### config.mk
export PLATFORM = sky130hd
export DESIGN_NAME = masked_relu_stream
export DESIGN_NICKNAME = d
export VERILOG_FILES = /design/src/rtl/masked_pkg.sv /design/src/rtl/masked_relu_lane.sv /design/src/rtl/masked_relu_stream.sv
export SDC_FILE = /design/constraint.sdc
export NUM_CORES = 2
export LEC_CHECK = 0
export ABC_AREA = 1
export CORE_ASPECT_RATIO = 1.75
export CORE_MARGIN = 3
export CORE_UTILIZATION = 30
export DETAILED_ROUTE_END_ITERATION = 12
export GPL_ROUTABILITY_DRIVEN = 0
export PLACE_DENSITY = 0.45
export SYNTH_ARGS = -nofsm -noshare
export SYNTH_HDL_FRONTEND = slang
export SYNTH_SLANG_ARGS = --single-unit
### constraint.sdc
create_clock -name clk -period 6.2 [get_ports clk]
set_clock_uncertainty 0.05 [all_clocks]
set_input_delay 0.93 -clock clk [delete_from_list [all_inputs] [get_ports clk]]
set_output_delay 0.93 -clock clk [all_outputs]
set_load 0.05 [all_outputs]
### src/rtl/masked_pkg.sv
// Shared definitions for the masked ReLU stream: default geometry, mode
// encodings and the lane-slice helper used to address packed lane buses.
package masked_pkg;

    localparam int DEF_WIDTH = 64;
    localparam int DEF_LANES = 4;

    localparam logic MODE_RELU = 1'b0;
    localparam logic MODE_CLIP = 1'b1;

    // Lowest bit index of a lane inside a packed {lane N-1, ..., lane 0} bus.
    function automatic int lane_lsb(input int lane, input int width);
        return lane * width;
    endfunction

endpackage

### src/rtl/masked_relu_lane.sv
// One lane of the masked ReLU datapath. Purely combinational: the unmask
// path feeds stage 1, the compare/clip/remask path feeds stage 2.
module masked_relu_lane
    import masked_pkg::*;
#(
    parameter int WIDTH = DEF_WIDTH
) (
    input  logic [WIDTH-1:0] g_i,       // mask of the incoming beat
    input  logic [WIDTH-1:0] e_i,       // masked activation of the incoming beat
    output logic [WIDTH-1:0] u_o,       // unmasked value, registered by stage 1
    input  logic [WIDTH-1:0] s1_u_i,    // stage-1 unmasked value
    input  logic [WIDTH-1:0] s1_g_i,    // stage-1 mask
    input  logic             s1_mode_i, // stage-1 captured mode
    input  logic [WIDTH-1:0] s1_clip_i, // stage-1 captured clip ceiling
    output logic [WIDTH-1:0] o_o,       // remasked result for stage 2
    output logic             neg_o      // stage-1 value is negative
);

    // Unmask, then rectify/clip in the signed domain and remask with g.
    always_comb begin
        u_o   = g_i + e_i;
        neg_o = s1_u_i[WIDTH-1];
        if (s1_u_i[WIDTH-1]) begin
            o_o = s1_g_i;
        end else if (s1_mode_i == MODE_CLIP && $signed(s1_u_i) > $signed(s1_clip_i)) begin
            o_o = s1_clip_i + s1_g_i;
        end else begin
            o_o = s1_u_i + s1_g_i;
        end
    end

endmodule

### src/rtl/masked_relu_stream.sv
// Two-stage masked ReLU / clipped ReLU stream with valid/ready handshakes.
// Handshake: a beat moves across an interface in a cycle where valid and
// ready are both high at the rising edge; valid never depends on ready, and
// a stage advances only when the stage after it is empty or draining.
module masked_relu_stream
    import masked_pkg::*;
#(
    parameter int WIDTH = DEF_WIDTH,
    parameter int LANES = DEF_LANES,
    parameter int CNT_W = 32
) (
    input  logic                   clk,
    input  logic                   rst_n,
    input  logic                   in_valid,
    output logic                   in_ready,
    input  logic [LANES*WIDTH-1:0] g_input,
    input  logic [LANES*WIDTH-1:0] e_input,
    input  logic                   cfg_mode,
    input  logic [WIDTH-1:0]       cfg_clip,
    output logic                   out_valid,
    input  logic                   out_ready,
    output logic [LANES*WIDTH-1:0] o,
    output logic [CNT_W-1:0]       neg_count
);

    localparam int NSW = $clog2(LANES + 1);
    localparam int SW  = CNT_W + NSW;

    logic                         s1_valid_q, s1_valid_d;
    logic [LANES-1:0][WIDTH-1:0]  s1_u_q, s1_u_d;
    logic [LANES-1:0][WIDTH-1:0]  s1_g_q, s1_g_d;
    logic                         s1_mode_q, s1_mode_d;
    logic [WIDTH-1:0]             s1_clip_q, s1_clip_d;
    logic                         s2_valid_q, s2_valid_d;
    logic [LANES*WIDTH-1:0]       o_q, o_d;
    logic [CNT_W-1:0]             neg_count_q, neg_count_d;

    logic [LANES-1:0][WIDTH-1:0]  lane_u;
    logic [LANES-1:0][WIDTH-1:0]  lane_o;
    logic [LANES-1:0]             lane_neg;
    logic [NSW-1:0]               neg_sum;
    logic [SW-1:0]                cnt_sum;
    logic                         adv1, adv2;

    for (genvar i = 0; i < LANES; i++) begin : g_lane
        masked_relu_lane #(.WIDTH(WIDTH)) u_lane (
            .g_i       (g_input[lane_lsb(i, WIDTH) +: WIDTH]),
            .e_i       (e_input[lane_lsb(i, WIDTH) +: WIDTH]),
            .u_o       (lane_u[i]),
            .s1_u_i    (s1_u_q[i]),
            .s1_g_i    (s1_g_q[i]),
            .s1_mode_i (s1_mode_q),
            .s1_clip_i (s1_clip_q),
            .o_o       (lane_o[i]),
            .neg_o     (lane_neg[i])
        );
    end

    // Stage enables: stage 2 drains or is empty, stage 1 likewise feeds it.
    assign adv2      = !s2_valid_q || out_ready;
    assign adv1      = !s1_valid_q || adv2;
    assign in_ready  = adv1;
    assign out_valid = s2_valid_q;
    assign o         = o_q;
    assign neg_count = neg_count_q;

    // Number of negative lanes in stage 1, and the saturating counter sum.
    always_comb begin
        neg_sum = '0;
        for (int i = 0; i < LANES; i++) begin
            neg_sum = neg_sum + NSW'(lane_neg[i]);
        end
        cnt_sum = SW'(neg_count_q) + SW'(neg_sum);
    end

    // Next-state for both pipeline stages and the status counter.
    always_comb begin
        s1_valid_d  = s1_valid_q;
        s1_u_d      = s1_u_q;
        s1_g_d      = s1_g_q;
        s1_mode_d   = s1_mode_q;
        s1_clip_d   = s1_clip_q;
        s2_valid_d  = s2_valid_q;
        o_d         = o_q;
        neg_count_d = neg_count_q;
        if (adv1) begin
            s1_valid_d = in_valid;
            if (in_valid) begin
                s1_u_d    = lane_u;
                s1_g_d    = g_input;
                s1_mode_d = cfg_mode;
                s1_clip_d = cfg_clip;
            end
        end
        if (adv2) begin
            s2_valid_d = s1_valid_q;
            if (s1_valid_q) begin
                o_d = lane_o;
                if (cnt_sum > {{NSW{1'b0}}, {CNT_W{1'b1}}}) begin
                    neg_count_d = '1;
                end else begin
                    neg_count_d = cnt_sum[CNT_W-1:0];
                end
            end
        end
    end

    // Pipeline and counter registers with synchronous active-low clear.
    always_ff @(posedge clk) begin
        if (!rst_n) begin
            s1_valid_q  <= 1'b0;
            s1_u_q      <= '0;
            s1_g_q      <= '0;
            s1_mode_q   <= 1'b0;
            s1_clip_q   <= '0;
            s2_valid_q  <= 1'b0;
            o_q         <= '0;
            neg_count_q <= '0;
        end else begin
            s1_valid_q  <= s1_valid_d;
            s1_u_q      <= s1_u_d;
            s1_g_q      <= s1_g_d;
            s1_mode_q   <= s1_mode_d;
            s1_clip_q   <= s1_clip_d;
            s2_valid_q  <= s2_valid_d;
            o_q         <= o_d;
            neg_count_q <= neg_count_d;
        end
    end

endmodule

# Word level (Yosys, flattened, before mapping)
# Index checks and enable logic that the tools add are counted.
# W data, S select, Z words.
# totals
in_bits,581
reg_bits,867
# classes
n_lt_le_gt_ge,5
addsub,16
reduce_logical,10
n_mux,9
# ops
op,count
$add A64 B64 Y64,12
$mux W64,8
$gt A64 B64 Y1,4
$add A32 B3 Y33,1
$gt A33 B32 Y1 const B,1
$mux W32,1
$logic_and A1 B1 Y1,4
$reduce_and A2 Y1,2
$add A2 B1 Y3,1
$add A3 B1 Y3,1
$add A1 B1 Y2,1
$logic_not A1 Y1,2
$logic_or A1 B1 Y1,2

# Logic depth before layout (Yosys ltp)
# depth
depth_word,6
mapped_depth,41
depth_no_buf,40

# Cells and area by module
# From an unflattened synthesis, not the netlist that was laid out.
# hier_totals
hier_cells,12551
area_unflattened_um2,77031.4
# modules_own_cells
module,area_each_um2,cells_per_inst,n_inst
masked_relu_stream,30585.6,3990,1
masked_relu_lane at g_lane[0].u_lane,11750.0,2121,1
masked_relu_lane at g_lane[3].u_lane,11593.6,2167,1
masked_relu_lane at g_lane[1].u_lane,11576.1,2143,1
masked_relu_lane at g_lane[2].u_lane,11526.1,2130,1

# Worst setup path after synthesis
# No wires, ideal clock.
# synth_path
path_kind,reg2reg
from,register s1_clip_q[63]
to,register o_q[184] (netlist: o[184])
path_slack_ns,1.782
path_stages_with_launch,35
t_arrival_ns,4.235
path_buffers,3
cell_sequence,dfxtp_1 -> clkbuf_1 -> inv_1 -> ha_1 -> nand2_1 -> inv_1 -> nand3_1 -> nor3_2 -> inv_1 -> nor2_1 -> inv_1 -> nor2_1 -> nand2_1 -> nand3_1 -> nand2_2 -> buf_6 -> buf_4 -> o21ai_1 -> ha_1 -> inv_1 -> fa_1 -> inv_1 -> nand3_1 -> nand2_1 -> nand2_1 -> nand3_1 -> nand2_1 -> nand2_1 -> a21oi_1 -> o21ai_1 -> nand4_1 -> nand3_1 -> nand2_1 -> o21ai_1 -> a21oi_1
# synth_between
elab_chain_cells,4
# synth_rtl
item,line,rtl
from (decl),masked_relu_stream.sv:33,"logic [WIDTH-1:0] s1_clip_q, s1_clip_d;"
from (signal assigned),masked_relu_stream.sv:124,s1_clip_q <= s1_clip_d;
$gt A64 B64 Y1,masked_relu_lane.sv:25,end else if (s1_mode_i == MODE_CLIP && $signed(s1_u_i) > $signed(s1_clip_i)) begin
$logic_and A1 B1 Y1,masked_relu_lane.sv:25,
$mux W64,masked_relu_lane.sv:25,
$mux W64,masked_relu_lane.sv:23,if (s1_u_i[WIDTH-1]) begin
to (signal assigned),masked_relu_stream.sv:117,o_q <= '0;
to (signal assigned),masked_relu_stream.sv:126,o_q <= o_d;
to (decl),masked_relu_stream.sv:35,"logic [LANES*WIDTH-1:0] o_q, o_d;"
# Every way passes these cells.
# A chain may end at the register's enable or synchronous reset.

# Worst setup path after layout
# layout_path
from,register s1_clip_q[20]
to,register o_q[63] (netlist: o[63])
# layout_between
elab_chain_cells,4
word_cells_on_any_way,5
classes_between,1 x add/sub; 1 x order compare; 2 x mux; 1 x reduce/logical
# layout_rtl
item,line
$gt A64 B64 Y1,masked_relu_lane.sv:25
$logic_and A1 B1 Y1,masked_relu_lane.sv:25
$mux W64 *,masked_relu_lane.sv:25
$mux W64 *,masked_relu_lane.sv:23
# Mark *: on every way between the ends. The rest lies on a longest branch, timed or not.

==> flow_metrics.env <==
export IMPL_status="complete, no violations"
export IMPL_post_route_period_util=0.968
export IMPL_initial_utilization=0.302
export IMPL_htreeDepth=3
export IMPL_power_density_nw_per_um2=234
export IMPL_grt_pass1_wl_mm=620
export IMPL_rsz0062_at_grt="true"
export IMPL_io_pin_count=871
export IMPL_drc_errors=0
export IMPL_cp_data_required_time_ns=6.86
export IMPL_synthCells=11900
export IMPL_crit_type="reg -> reg"
export IMPL_startpoint_type="flip-flop"
export IMPL_intPower_mw=13.3
export IMPL_hold_viol_final=0
export IMPL_synth_area_leaders="dfxtp_1 (23%), ha_1 (13%), nand2_1 (12%), a21oi_1 (11%), o21ai_0 (8.8%)"
export IMPL_pre_cts_ws_ns=-0.254
export IMPL_cp_arrival_ns=6.66
export IMPL_die_area_um2=255000
export IMPL_switching_share=0.412
export IMPL_crit_path_max_incr_delay_ns=0.40
export IMPL_setup_violations=0
export IMPL_yosys_warnings=0
export IMPL_hp_class="reg -> reg"
export IMPL_dr_total_vias=90300
export IMPL_hold_ws_ns=0.416
export IMPL_worst_slew_pin_slew_ns=1.32
export IMPL_core_um2=247000
export IMPL_synth_top_cell_area_share=0.233
export IMPL_ys_flop_type="dfxtp_1"
export IMPL_grt_pass1_vias=90900
export IMPL_track_usage=0.335
export IMPL_synth_edf_count=0
export IMPL_post_drt_wl_per_cell_um=26.8
export IMPL_cts_root_buf="clkbuf_16"
export IMPL_die_height_um=665
export IMPL_period_minus_slack_ns=6.00
export IMPL_cts_sinks=867
export IMPL_pwr_share_clk=0.310
export IMPL_leakagePower_nw=42.4
export IMPL_fin_nets=14600
export IMPL_via_per_inst=5.42
export IMPL_die_w_um=383
export IMPL_cts_tree="done"
export IMPL_slew_viol_final=0
export IMPL_worst_setup_path_end_kind="flip-flop"
export IMPL_reg2regPathDepth=34
export IMPL_syn_to_final_growth_pct=29.0
export IMPL_crit_buf_inv=10
export IMPL_cts_max_path_buffers=3
export IMPL_clk_latency_ns=0.78
export IMPL_hold_buffers=0
export IMPL_gr_total_overflow=0
export IMPL_p_switching_mw=9.28
export IMPL_synthArstFlopShare=0
export IMPL_first_pass_iters=6
export IMPL_dp_hpwl_mm=369
export IMPL_syn_cell_area_um2=74500
export IMPL_netlist_cell_type_count=58
export IMPL_grt_max_degree=158
export IMPL_p_seq_frac=0.288
export IMPL_maxSlewHeadroom=0.113
export IMPL_fmax_mhz=167
export IMPL_synth_largest_area_cell="dfxtp_1"
export IMPL_hold_depth=2
export IMPL_grt_antenna_before_repair=38
export IMPL_io_buffers=870
export IMPL_row_count=241
export IMPL_synth_most_common_cell="nand2_1"
export IMPL_avgSynthCellArea_um2=6.27
export IMPL_syn_num_nets=13200
export IMPL_drive_above_1_share=0.0861
export IMPL_cp_slowest_cell="nand3b_1"
export IMPL_crit_path_max_fanout=41
export IMPL_cts_made_buffers=100
export IMPL_ys_seq_area_frac=0.233
export IMPL_clkTransAtPathRegs_ns=0.07
export IMPL_drv_cap=0
export IMPL_path_delay_family="simple AND/OR/NAND/NOR gates"
export IMPL_ys_ff_latch=867
export IMPL_antenna_left=0
export IMPL_comb_power_share=0.402
export IMPL_drtIter0Drc=6736
export IMPL_peakVddDrop_mv=0.211
export IMPL_synthTopCellsByCount="nand2_1 (2450), a21oi_1 (1622), nor2_1 (1535)"
export IMPL_totalWireLength_mm=446
export IMPL_cp_num_cells=34
export IMPL_worst_slack_ns=0.201
==> through the flow <==
step,util,std cells,cell area [µm²],total power [mW],TNS (ns)
floorplan,-,11900,74500,11.4,0
global placement,0.374,16400,92300,15.4,-0.990
detailed placement,0.374,16400,92300,15.4,-0.661
CTS,0.389,16600,95900,22.5,0
global route,0.390,16600,96100,23.6,-0.0178
finish,0.390,16700,96100,22.5,0
==> cells in the final DEF (no fill, tap or decap), types with 100 or more instances in the layout <==
| cell | count |
|---|---|
| xor2_1 | 171 |
| clkdlybuf4s50_1 | 869 |
| clkbuf_16 | 101 |
| a31oi_1 | 123 |
| o211ai_1 | 118 |
| nor2_1 | 1533 |
| dfxtp_1 | 863 |
| nand2_1 | 2445 |
| buf_4 | 768 |
| o21ai_0 | 1299 |
| a21o_1 | 100 |
| nand3_1 | 379 |
| ha_1 | 766 |
| a21oi_1 | 1620 |
| inv_1 | 1272 |
==> registers in the layout, summed over array words and instances, names as in the netlist <==
name        cells
s1_valid_q      1
out_valid       1
s1_mode_q       1
neg_count      32
s1_g_q        256
s1_clip_q      64
o             256
s1_u_q        256
==> worst paths after layout <==
| check | start | to | slack [ns] |
|---|---|---|---|
| worst max-delay path | s1_clip_q[20]$_SDFFE_PN0P_ | o[63]$_SDFFE_PN0P_ | 0.20 |
| worst min-delay path | o[125]$_SDFFE_PN0P_ | o[125]$_SDFFE_PN0P_ | 0.42 |
| worst max register to register | s1_clip_q[20]$_SDFFE_PN0P_ | o[63]$_SDFFE_PN0P_ | 0.20 |
| worst min register to register | o[125]$_SDFFE_PN0P_ | o[125]$_SDFFE_PN0P_ | 0.42 |
==> kinds of logic (layout without fill, tap and decap cells) <==
family,after synthesis,after routing,synth area share
AO/OA/AOI/OAI,3636,3636,0.267
adder cells (fa/ha/maj),777,777,0.132
AND/OR/NAND/NOR,4670,4670,0.253
flip-flops,867,867,0.233
XOR/XNOR,250,250,0.0294
other,0,21,0
buffers and inverters,1682,3156,0.0870
==> power by group through the flow <==
stage | clock [mW] | combinational, mW | sequential (mW)
floorplan | 0 | 4.54 | 6.88
global placement | 0 | 8.79 | 6.61
detailed placement | 0 | 8.83 | 6.61
CTS | 7.14 | 8.87 | 6.49
global route | 7.29 | 9.76 | 6.54
finish | 6.98 | 9.05 | 6.50
==> worst min-delay path: cells and delay by family, from the launching register on <==
family / cells / cell delay [ns]
compound gates: 1 / 0.05
flops: 1 / 0.31
simple gates: 1 / 0.06
==> per-layer routing <==
| metal | wire length (µm) | GRT usage |
|---|---|---|
| met1 | 157000 | 0.345 |
| met2 | 211000 | 0.582 |
| met3 | 29400 | 0.0554 |
| met4 | 48200 | 0.300 |
| met5 | 135 | 0 |
==> what timing repair did <==
item	4_1_cts	5_1_grt
pin swaps	0	3
buffers inserted	0	2
setup endpoints to repair	4	41
gates resized for setup	5	32
==> cell type report <==
cell class | instances | area (µm²)
fill | 27000 | 151000
multi-input combinational | 9333 | 50800
sequential | 867 | 17400
timing repair buffer | 1677 | 15200
inverter | 1293 | 4880
tap | 3280 | 4100
clock buffer | 125 | 2730
clock inverter | 61 | 928
antenna | 21 | 52.6
(Power assumes the default switching activity.)
